===== src/rtl/pulse_mon_pkg.sv =====
// pulse_mon_pkg: shared state encoding and timeout helper for pulse_period_monitor
package pulse_mon_pkg;
   typedef enum logic [1:0] {
      ST_IDLE   = 2'd0,
      ST_ACQ    = 2'd1,
      ST_LOCKED = 2'd2,
      ST_ERROR  = 2'd3
   } state_t;
   function automatic int timeout_cycles(input int div);
      return 2 * div;
   endfunction
endpackage


===== src/rtl/rise_edge_detect.sv =====
// rise_edge_detect: one-cycle rise strobe from a clk-synchronous level
// Ports: clk, reset (async, active-high), pulse_in (level), rise (pulse_in & ~pulse_q)
module rise_edge_detect (
   input  logic clk,
   input  logic reset,
   input  logic pulse_in,
   output logic rise
);
   logic pulse_q;
   always_ff @(posedge clk or posedge reset)
      if (reset) pulse_q <= 1'b0;
      else       pulse_q <= pulse_in;
   assign rise = pulse_in & ~pulse_q;
endmodule


===== src/rtl/pulse_period_monitor.sv =====
// pulse_period_monitor: measures pulse-to-pulse period and tracks lock to DIV
// Ports: clk, reset (async, active-high), pulse_in, err_clr (sync clear of ERROR),
//        period_out/period_valid (measured period strobe), locked, err,
//        mismatch_cnt (only with PULSE_PERIOD_MISMATCH_CNT_EN defined)
module pulse_period_monitor
   import pulse_mon_pkg::*;
#(
   parameter int DIV      = 3,
   parameter int LOCK_CNT = 4,
   parameter int CNT_W    = 8
) (
   input  logic             clk,
   input  logic             reset,
   input  logic             pulse_in,
   input  logic             err_clr,
   output logic [CNT_W-1:0] period_out,
   output logic             period_valid,
   output logic             locked,
   output logic             err
`ifdef PULSE_PERIOD_MISMATCH_CNT_EN
   ,output logic [7:0]      mismatch_cnt
`endif
);
   localparam int MW = $clog2(LOCK_CNT + 1);
   state_t state, state_d;
   logic [MW-1:0] match_cnt, match_d;
   logic [CNT_W-1:0] cnt, period;
   logic rise, is_div, timeout, clr;
   rise_edge_detect u_red (
      .clk      (clk),
      .reset    (reset),
      .pulse_in (pulse_in),
      .rise     (rise)
   );
   // clear only acts in ERROR and beats a coincident rise
   assign clr     = (state == ST_ERROR) && err_clr;
   assign period  = &cnt ? cnt : cnt + 1'b1;
   assign is_div  = period == CNT_W'(DIV);
   assign timeout = !rise && (cnt == CNT_W'(timeout_cycles(DIV)));
   assign locked  = state == ST_LOCKED;
   assign err     = state == ST_ERROR;
   always_comb begin
      state_d = state;
      match_d = match_cnt;
      case (state)
         ST_IDLE: if (rise) begin
            state_d = ST_ACQ;
            match_d = '0;
         end
         ST_ACQ: if (rise) begin
            match_d = is_div ? match_cnt + 1'b1 : '0;
            if (is_div && (int'(match_cnt) + 1 == LOCK_CNT)) state_d = ST_LOCKED;
         end else if (timeout) begin
            state_d = ST_IDLE;
            match_d = '0;
         end
         ST_LOCKED: if ((rise && !is_div) || timeout) state_d = ST_ERROR;
         default: if (err_clr) begin
            state_d = ST_IDLE;
            match_d = '0;
         end
      endcase
   end
   always_ff @(posedge clk or posedge reset)
      if (reset) begin
         state     <= ST_IDLE;
         match_cnt <= '0;
      end else begin
         state     <= state_d;
         match_cnt <= match_d;
      end
   // period counts from the first rise after IDLE, so that rise reports nothing
   always_ff @(posedge clk or posedge reset)
      if (reset) begin
         cnt          <= '0;
         period_out   <= '0;
         period_valid <= 1'b0;
      end else begin
         cnt          <= (rise || clr) ? '0 : period;
         period_valid <= rise && (state != ST_IDLE) && !clr;
         if (rise && (state != ST_IDLE) && !clr) period_out <= period;
      end
`ifdef PULSE_PERIOD_MISMATCH_CNT_EN
   always_ff @(posedge clk or posedge reset)
      if (reset) mismatch_cnt <= '0;
      else if (clr) mismatch_cnt <= '0;
      else if (rise && !is_div && (state == ST_ACQ || state == ST_LOCKED) && !(&mismatch_cnt))
         mismatch_cnt <= mismatch_cnt + 1'b1;
`endif
endmodule


===== config.mk =====
export PLATFORM = sky130hd
export DESIGN_NAME = pulse_period_monitor
export DESIGN_NICKNAME = d
export VERILOG_FILES = /design/src/rtl/pulse_mon_pkg.sv /design/src/rtl/rise_edge_detect.sv /design/src/rtl/pulse_period_monitor.sv
export SDC_FILE = /design/constraint.sdc
export NUM_CORES = 1
export LEC_CHECK = 0
export BUFFER_PORTS_ARGS = -buffer_cell sky130_fd_sc_hd__buf_2
export CAP_MARGIN = 20
export CORE_ASPECT_RATIO = 1.1
export CORE_UTILIZATION = 33
export CTS_CLUSTER_DIAMETER = 30
export DETAILED_ROUTE_END_ITERATION = 16
export HOLD_SLACK_MARGIN = 0.06
export SETUP_SLACK_MARGIN = 0.4
export SLEW_MARGIN = 20
export SYNTH_ARGS = -nofsm -noshare
export SYNTH_HDL_FRONTEND = slang
export SYNTH_SLANG_ARGS = --single-unit
export TNS_END_PERCENT = 30

===== constraint.sdc =====
create_clock -name clk -period 2.05 [get_ports clk]
set_input_delay 0.3075 -clock clk [delete_from_list [all_inputs] [get_ports clk]]
set_output_delay 0.3075 -clock clk [all_outputs]
set_load 0.1 [all_outputs]

==> summary.txt, run 1 <==
Run status
  • Status: finished with violations
  • Failing checks: DRC

Clock tree
  • TritonCTS buffer count: 3
  • Worst skew pair latency: 310 ps
  • CTS tree: yes
  • Clock-pin slew on the worst setup and hold paths: 130 ps
  • H-tree depth: 1
  • Clk sinks: 23
  • CTS Root Buffer Type: clkbuf_4
  • Clk buf depth: 2

STA
  • Worst rel slew slack: 0.613
  • Setup TNS: 0 ps
  • Setup repair after global routing missed its margin: yes
  • Max Freq: 612 MHz
  • WHS: 108 ps
  • PnR worst setup slack: 417 ps
  • Final Hold Fails: 0
  • Clock skew: 0.527 ps
  • Count of final setup violators: 0
  • Slew @ Worst Pin: 576 ps
  • Final critical-path required period: 1630 ps
  • Final Cycle Share: 0.797
  • Slew Viols, Final: 0

Power and ir drop
  • Total Power: 1.61 mW
  • Net Sw Frac: 0.479
  • NetSw: 0.772 mW
  • Cell internal pwr: 0.840 mW
  • VDD IR max: 0.816 mV
  • Flop pwr share: 0.398
  • Clk pwr share: 0.134
  • P_leak: 0.667 nW
  • Comb pwr share: 0.469
  • Pwr Density: 1130 nW/um^2

Routing
  • DR pass1 iterations: 10
  • Drt wl/cell: 12.6 microns
  • DRT Wirelength: 2.20 mm
  • Initial DRC count: 25
  • Vias: 908
  • Mean number of vias per cell: 5.19
  • DR DRC count: 2
  • Post-route ant nets: 0

GRT
  • Initial antenna violation count: 0
  • Largest net degree at the start of global routing: 24
  • First-pass GRT wire length: 3.80 mm
  • Vias in the first global route: 868
  • Global-route usage over all layers: 0.133
  • Overflow after GRT: 0

Final layout
  • Share of cells above drive strength 1: 0.298
  • Nets: 149
  • P&R area growth vs syn: 25.9%
  • Finished Core Util: 0.451
  • Final cell count without fillers: 175
  • Finished Cell Area: 1420 sq um
  • N_diodes: 0

Critical path
  • FF-to-FF Start: cnt[1]
  • Crit path kind: flop to flop
  • Worst EP required: 2260 ps
  • CP startpoint: cnt[1]
  • Worst path slowest cell: dfrtp_2
  • CP Capture Type: flop
  • CP endpoint: state[0]
  • Flop2flop setup slack: 420 ps
  • Critical path, cell by cell: ha_4, xor2_2, a41oi_2, o21a_2, and3_4, o21ai_1
  • RR Endpoint: state[0]
  • Critical path arrival: 1840 ps
  • R2R depth: 6
  • Critical path peak fanout: 4
  • CP Launch Type: flop
  • Max incr delay on CP: 470 ps

Logic synthesis
  • Async set-reset flop share out of synthesis: 1.00
  • Yosys cell types: 33
  • Synthesized area per cell: 9.48 sq um
  • Synth area leaders: dfrtp_1 (51%), nand2_1 (5.7%), o21ai_0 (4.9%), nor2_1 (3.7%), ha_1 (3.3%)
  • Mapped Cells: 119
  • Synth Register Bits: 23
  • Register area share after synthesis: 0.510
  • Yosys top cell area share: 0.510
  • Syn_nets: 126
  • Top-count cell post-synth: dfrtp_1
  • Synthesized cell area: 1130 sq um
  • Post-synth top cells: dfrtp_1 (23), nand2_1 (17), nor2_1 (11), o21ai_0 (11), inv_1 (7)
  • Syn. warnings: 0
  • Post-synth EDFFs: 0
  • Dominant cell type by area after synthesis: dfrtp_1
  • Dominant synthesized flop cell: dfrtp_1

Place
  • Placed insts: 167
  • Port bufs: 14
  • Area after DPL: 1250 sq um
  • HPWL Detailed: 1.52 mm
  • GP Congestion: 0.753
  • Post-Place Setup Slack: 336 ps

Die
  • Core Region: 3150 sq um
  • Die area: 3660 sq um
  • Row count: 21
  • Die Ht: 63.3 microns
  • Io pins: 15
  • Starting Density: 0.358
  • DIE WIDTH: 57.8 microns

Min path
  • Hold Crit Class: primary input to flop

Flow run
  • Max-cap violations: 0
critical path: cells and delay by family, from the launching register on:
kind | cells | cell delay, ps
AND/OR/NAND/NOR | 1 | 200
adder cells (fa/ha/maj) | 1 | 190
flip-flops | 1 | 470
XOR/XNOR | 1 | 140
AO/OA/AOI/OAI | 3 | 510
flip-flops by register name (all words and copies together) (netlist names):
register	count
cnt	8
period_out	8
match_cnt	3
state	2
period_valid	1
u_red.pulse_q	1
routing by layer:
| layer | share of wire | track usage |
|---|---|---|
| met1 | 0.45 | 0.178 |
| met2 | 0.48 | 0.215 |
| met5 | 0 | 0 |
| met4 | 0.019 | 0.0536 |
| met3 | 0.054 | 0.0185 |
kinds of logic (layout without fill, tap and decap cells):
| family | Yosys count | after routing | share of synthesized area |
|---|---|---|---|
| AO/OA/AOI/OAI | 24 | 24 | 0.129 |
| flip-flops | 23 | 23 | 0.510 |
| buffers and inverters | 9 | 31 | 0.0310 |
| AND/OR/NAND/NOR | 53 | 53 | 0.239 |
| multiplexers | 3 | 3 | 0.0266 |
| XOR/XNOR | 4 | 4 | 0.0310 |
| adder cells (fa/ha/maj) | 3 | 3 | 0.0333 |
power groups by stage:
stage	Combinational (mW)	Clock [mW]	Sequential, mW
finish	0.755	0.215	0.641
detailed placement	0.642	0	0.628
CTS	0.670	0.221	0.625
global placement	0.631	0	0.626
floorplan	0.238	0	0.912
global route	0.811	0.240	0.658
final cells by class:
type                    count  area (sq um)
inverters                   7          26.3
well taps                  34          42.5
multi-input cells          87           626
fillers                   303          1730
clock inverters             1          5.00
flip-flops and latches     23           577
repair buffers             20           123
clock buffers               3          22.5
cell usage in the layout, fill, tap and decap left out, types with 2 or more instances in the layout:
cell / count
o21ai_1: 2
inv_1: 6
nor2_1: 11
o21ai_2: 2
buf_4: 7
ha_4: 2
nand3_1: 4
a41oi_2: 2
buf_2: 12
nand2_1: 17
dfrtp_1: 22
nand2b_1: 3
and3_4: 2
o21ai_0: 11
mux2i_1: 3
xnor2_1: 2
clkbuf_4: 3
nor3_1: 2
and3_1: 2
worst min-delay path by stage:
stage | cells past startpoint | slack (ps) | endpoint | from
2_1_floorplan | 1 | 310 | cnt[0] | reset
3_3_place_gp | 3 | 360 | period_valid | reset
3_5_place_dp | 3 | 370 | period_out[5] | reset
4_1_cts | 1 | 100 | u_red.pulse_q | pulse_in
5_1_grt | 1 | 100 | u_red.pulse_q | pulse_in
6_report | 1 | 110 | u_red.pulse_q | pulse_in
timing repair:
item	CTS	global route
pin swaps	1	6
gates cloned	0	0
endpoints found under the hold margin	23	0
buffers inserted	1	2
endpoints found under the setup margin	8	12
hold buffers	1	0
resized for setup	6	16
No activity file was read; power rests on OpenSTA's default activity.
==> inputs of run 2 (changes only) <==
--- a/config.mk
+++ b/config.mk
@@ -5,6 +5,7 @@
 export SDC_FILE = /design/constraint.sdc
 export NUM_CORES = 1
 export LEC_CHECK = 0
+export ABC_AREA = 1
 export BUFFER_PORTS_ARGS = -buffer_cell sky130_fd_sc_hd__buf_2
 export CAP_MARGIN = 20
 export CORE_ASPECT_RATIO = 1.1
==> constraint.sdc (replaced) <==
create_clock -name clk -period 1.5 [get_ports clk]
set_input_delay 0.225 -clock clk [delete_from_list [all_inputs] [get_ports clk]]
set_output_delay 0.225 -clock clk [all_outputs]
set_load 0.1 [all_outputs]
==> run 2 against run 1 <==
Highest routed layer unchanged. Register-to-register slack lost 600 ps. Non-clock buffer count grew 19. Power grew 120%. Core utilization grew 7.5 points. Die area grew 11%. Critical path type unchanged. Clock power grew 80%. The flow finishes with violations (setup timing). Synthesized area grew 11%. Combinational power grew to 2.9 times the previous value. Clock skew grew 6.6 ps. Critical endpoint is now state[1]. Count of clock-buffer cells in the layout grew 1.
==> summary.txt, run 2 <==
Run status
  • Status: finished with violations
  • Failing checks: setup timing

GRT
  • Vias in the first global route: 1106
  • Global-route usage over all layers: 0.158
  • First-pass GRT wire length: 4.76 mm
  • Overflow after GRT: 0
  • Largest net degree at the start of global routing: 24
  • Initial antenna violation count: 0

Routing
  • Vias: 1136
  • Post-route ant nets: 0
  • Mean number of vias per cell: 4.49
  • Drt wl/cell: 11.1 microns
  • DRT Wirelength: 2.81 mm
  • DR DRC count: 0
  • Initial DRC count: 22
  • DR pass1 iterations: 4

Logic synthesis
  • Yosys cell types: 22
  • Synth area leaders: dfrtp_1 (46%), nand2_1 (14%), inv_1 (7.8%), nor2_1 (5.4%), nand3_1 (4.4%)
  • Synth Register Bits: 23
  • Syn_nets: 169
  • Async set-reset flop share out of synthesis: 1.00
  • Dominant cell type by area after synthesis: dfrtp_1
  • Post-synth top cells: nand2_1 (46), inv_1 (26), dfrtp_1 (23)
  • Syn. warnings: 0
  • Yosys top cell area share: 0.459
  • Register area share after synthesis: 0.459
  • Synthesized cell area: 1250 sq um
  • Dominant synthesized flop cell: dfrtp_1
  • Synthesized area per cell: 7.75 sq um
  • Mapped Cells: 162
  • Top-count cell post-synth: nand2_1
  • Post-synth EDFFs: 0

Place
  • Placed insts: 245
  • Port bufs: 14
  • GP Congestion: 0.895
  • HPWL Detailed: 2.04 mm
  • Area after DPL: 1610 sq um

Power and ir drop
  • VDD IR max: 1.12 mV
  • Comb pwr share: 0.627
  • Cell internal pwr: 1.84 mW
  • Pwr Density: 1820 nW/um^2
  • Flop pwr share: 0.262
  • Net Sw Frac: 0.471
  • NetSw: 1.64 mW
  • P_leak: 1.02 nW
  • Clk pwr share: 0.111

Clock tree
  • Clock-pin slew on the worst setup and hold paths: 80 ps
  • CTS Root Buffer Type: clkbuf_8
  • TritonCTS buffer count: 3
  • H-tree depth: 1
  • Clk buf depth: 2
  • CTS tree: yes
  • Clk sinks: 23
  • Worst skew pair latency: 270 ps

STA
  • Clock skew: 7.08 ps
  • PnR worst setup slack: -179 ps
  • Worst rel slew slack: 0.806
  • Final Hold Fails: 0
  • Count of final setup violators: 7
  • Max Freq: 596 MHz
  • Slew @ Worst Pin: 291 ps
  • Final critical-path required period: 1680 ps
  • Final Cycle Share: 1.12
  • Slew Viols, Final: 0
  • WHS: 74.1 ps
  • Setup repair after global routing missed its margin: yes

Final layout
  • Finished Cell Area: 1910 sq um
  • N_diodes: 0
  • Largest registers: cnt: 8 flops, period_out: 8 flops, match_cnt: 3 flops
  • Final cell count without fillers: 253
  • Most common cell after layout, fill and taps aside: nand2_1
  • P&R area growth vs syn: 51.8%
  • Nets: 211
  • Commonest non-fill, non-tap cells in the layout: nand2_1 (38), dfrtp_1 (21), buf_4 (20)
  • Share of cells above drive strength 1: 0.399

Die
  • Starting Density: 0.346
  • Core Region: 3630 sq um
  • Die Ht: 66.7 microns
  • Row count: 23
  • Io pins: 15
  • DIE WIDTH: 60.8 microns
  • Die area: 4050 sq um

Critical path
  • Worst EP required: 1670 ps
  • Crit path kind: flop to flop
  • FF-to-FF Start: cnt[1]
  • RR Endpoint: state[1]
  • Critical path peak fanout: 7
  • R2R depth: 13
  • Flop2flop setup slack: -180 ps
  • CP Capture Type: flop
  • Critical path arrival: 1850 ps
  • CP Launch Type: flop

Flow run
  • Max-cap violations: 0

Min path
  • Hold-critical path endpoint: u_red.pulse_q
  • WHS Path Cells: 1
  • Hold Crit Class: primary input to flop
  • Hold Crit Start: pulse_in
## run 2: cell count changes after synthesis, sizes merged, moves of 5 or more
cell and delta:
nand2 +34, o21ai -6, nand3 +6, inv +19
nor2 +10, nand4 +5
## run 2: cell type report
class                   count  area, sq um
fillers                   344         1720
multi-input cells         111          679
flip-flops and latches     23          578
repair buffers             39          432
inverters                  26          109
well taps                  50         62.6
clock buffers               4         45.0
## run 2: layer usage
layer | GRT usage | wire length (microns) | vias up
li1 | - | - | 585
met1 | 0.219 | 1350 | 523
met2 | 0.242 | 1320 | 21
met3 | 0.0214 | 74 | 7
met4 | 0.0710 | 66 | 0
met5 | 0 | 0 | -
## run 2: logic make-up (layout without fill, tap and decap cells)
group / Yosys count / after routing / synth area share
compound gates: 14 / 14 / 0.0638
xor+xnor: 2 / 2 / 0.0140
fa+ha+maj: 3 / 3 / 0.0299
flops: 23 / 23 / 0.459
simple gates: 91 / 91 / 0.337
mux: 1 / 1 / 0.00897
buf+inv: 28 / 69 / 0.0877
## run 2: per-stage QoR
| stage | utilization | TNS [ps] | worst slack [ps] | total power, mW |
|---|---|---|---|---|
| global placement | 0.443 | -869 | -225 | 2.60 |
| CTS | 0.476 | -708 | -187 | 3.16 |
| global route | 0.526 | -1590 | -351 | 3.69 |
| detailed placement | 0.443 | -1050 | -256 | 2.60 |
| floorplan | - | -2970 | -340 | 2.08 |
| finish | 0.526 | -676 | -179 | 3.48 |
## run 2: power by group through the flow
stage	logic [mW]	registers [mW]	clock network, mW
floorplan	0.777	1.30	0
CTS	1.89	0.869	0.395
detailed placement	1.73	0.875	0
finish	2.18	0.911	0.386
global route	2.34	0.936	0.418
global placement	1.73	0.872	0
## run 2: worst max path at each step
stage / from / end / cells after the start
final: cnt[1] / state[1] / 13
after CTS: cnt[0] / state[1] / 12
after floorplan: state[0] / period_out[0] / 9
after detailed placement: cnt[1] / state[1] / 12
after global placement: cnt[1] / state[1] / 12
after global routing: cnt[0] / state[1] / 12
## run 2: what timing repair did
action,CTS,global route
buffers inserted,3,0
endpoints found under the setup margin,33,33
hold buffers,1,0
endpoints found under the hold margin,23,0
gates cloned,0,0
pin swaps,10,6
gates resized for setup,15,61
## run 2: critical path: stages (launching register included)
cell and delay [ps]:
dfrtp_2 440, ha_4 190, nand2_4 80, nor2_4 50, nand2_4 100, nand2_1 70, inv_2 70, nand2_1 90
nor2_4 140, nand2_2 90, nand2_2 90, nand2_4 50, nand4_1 70, nand2_1 50
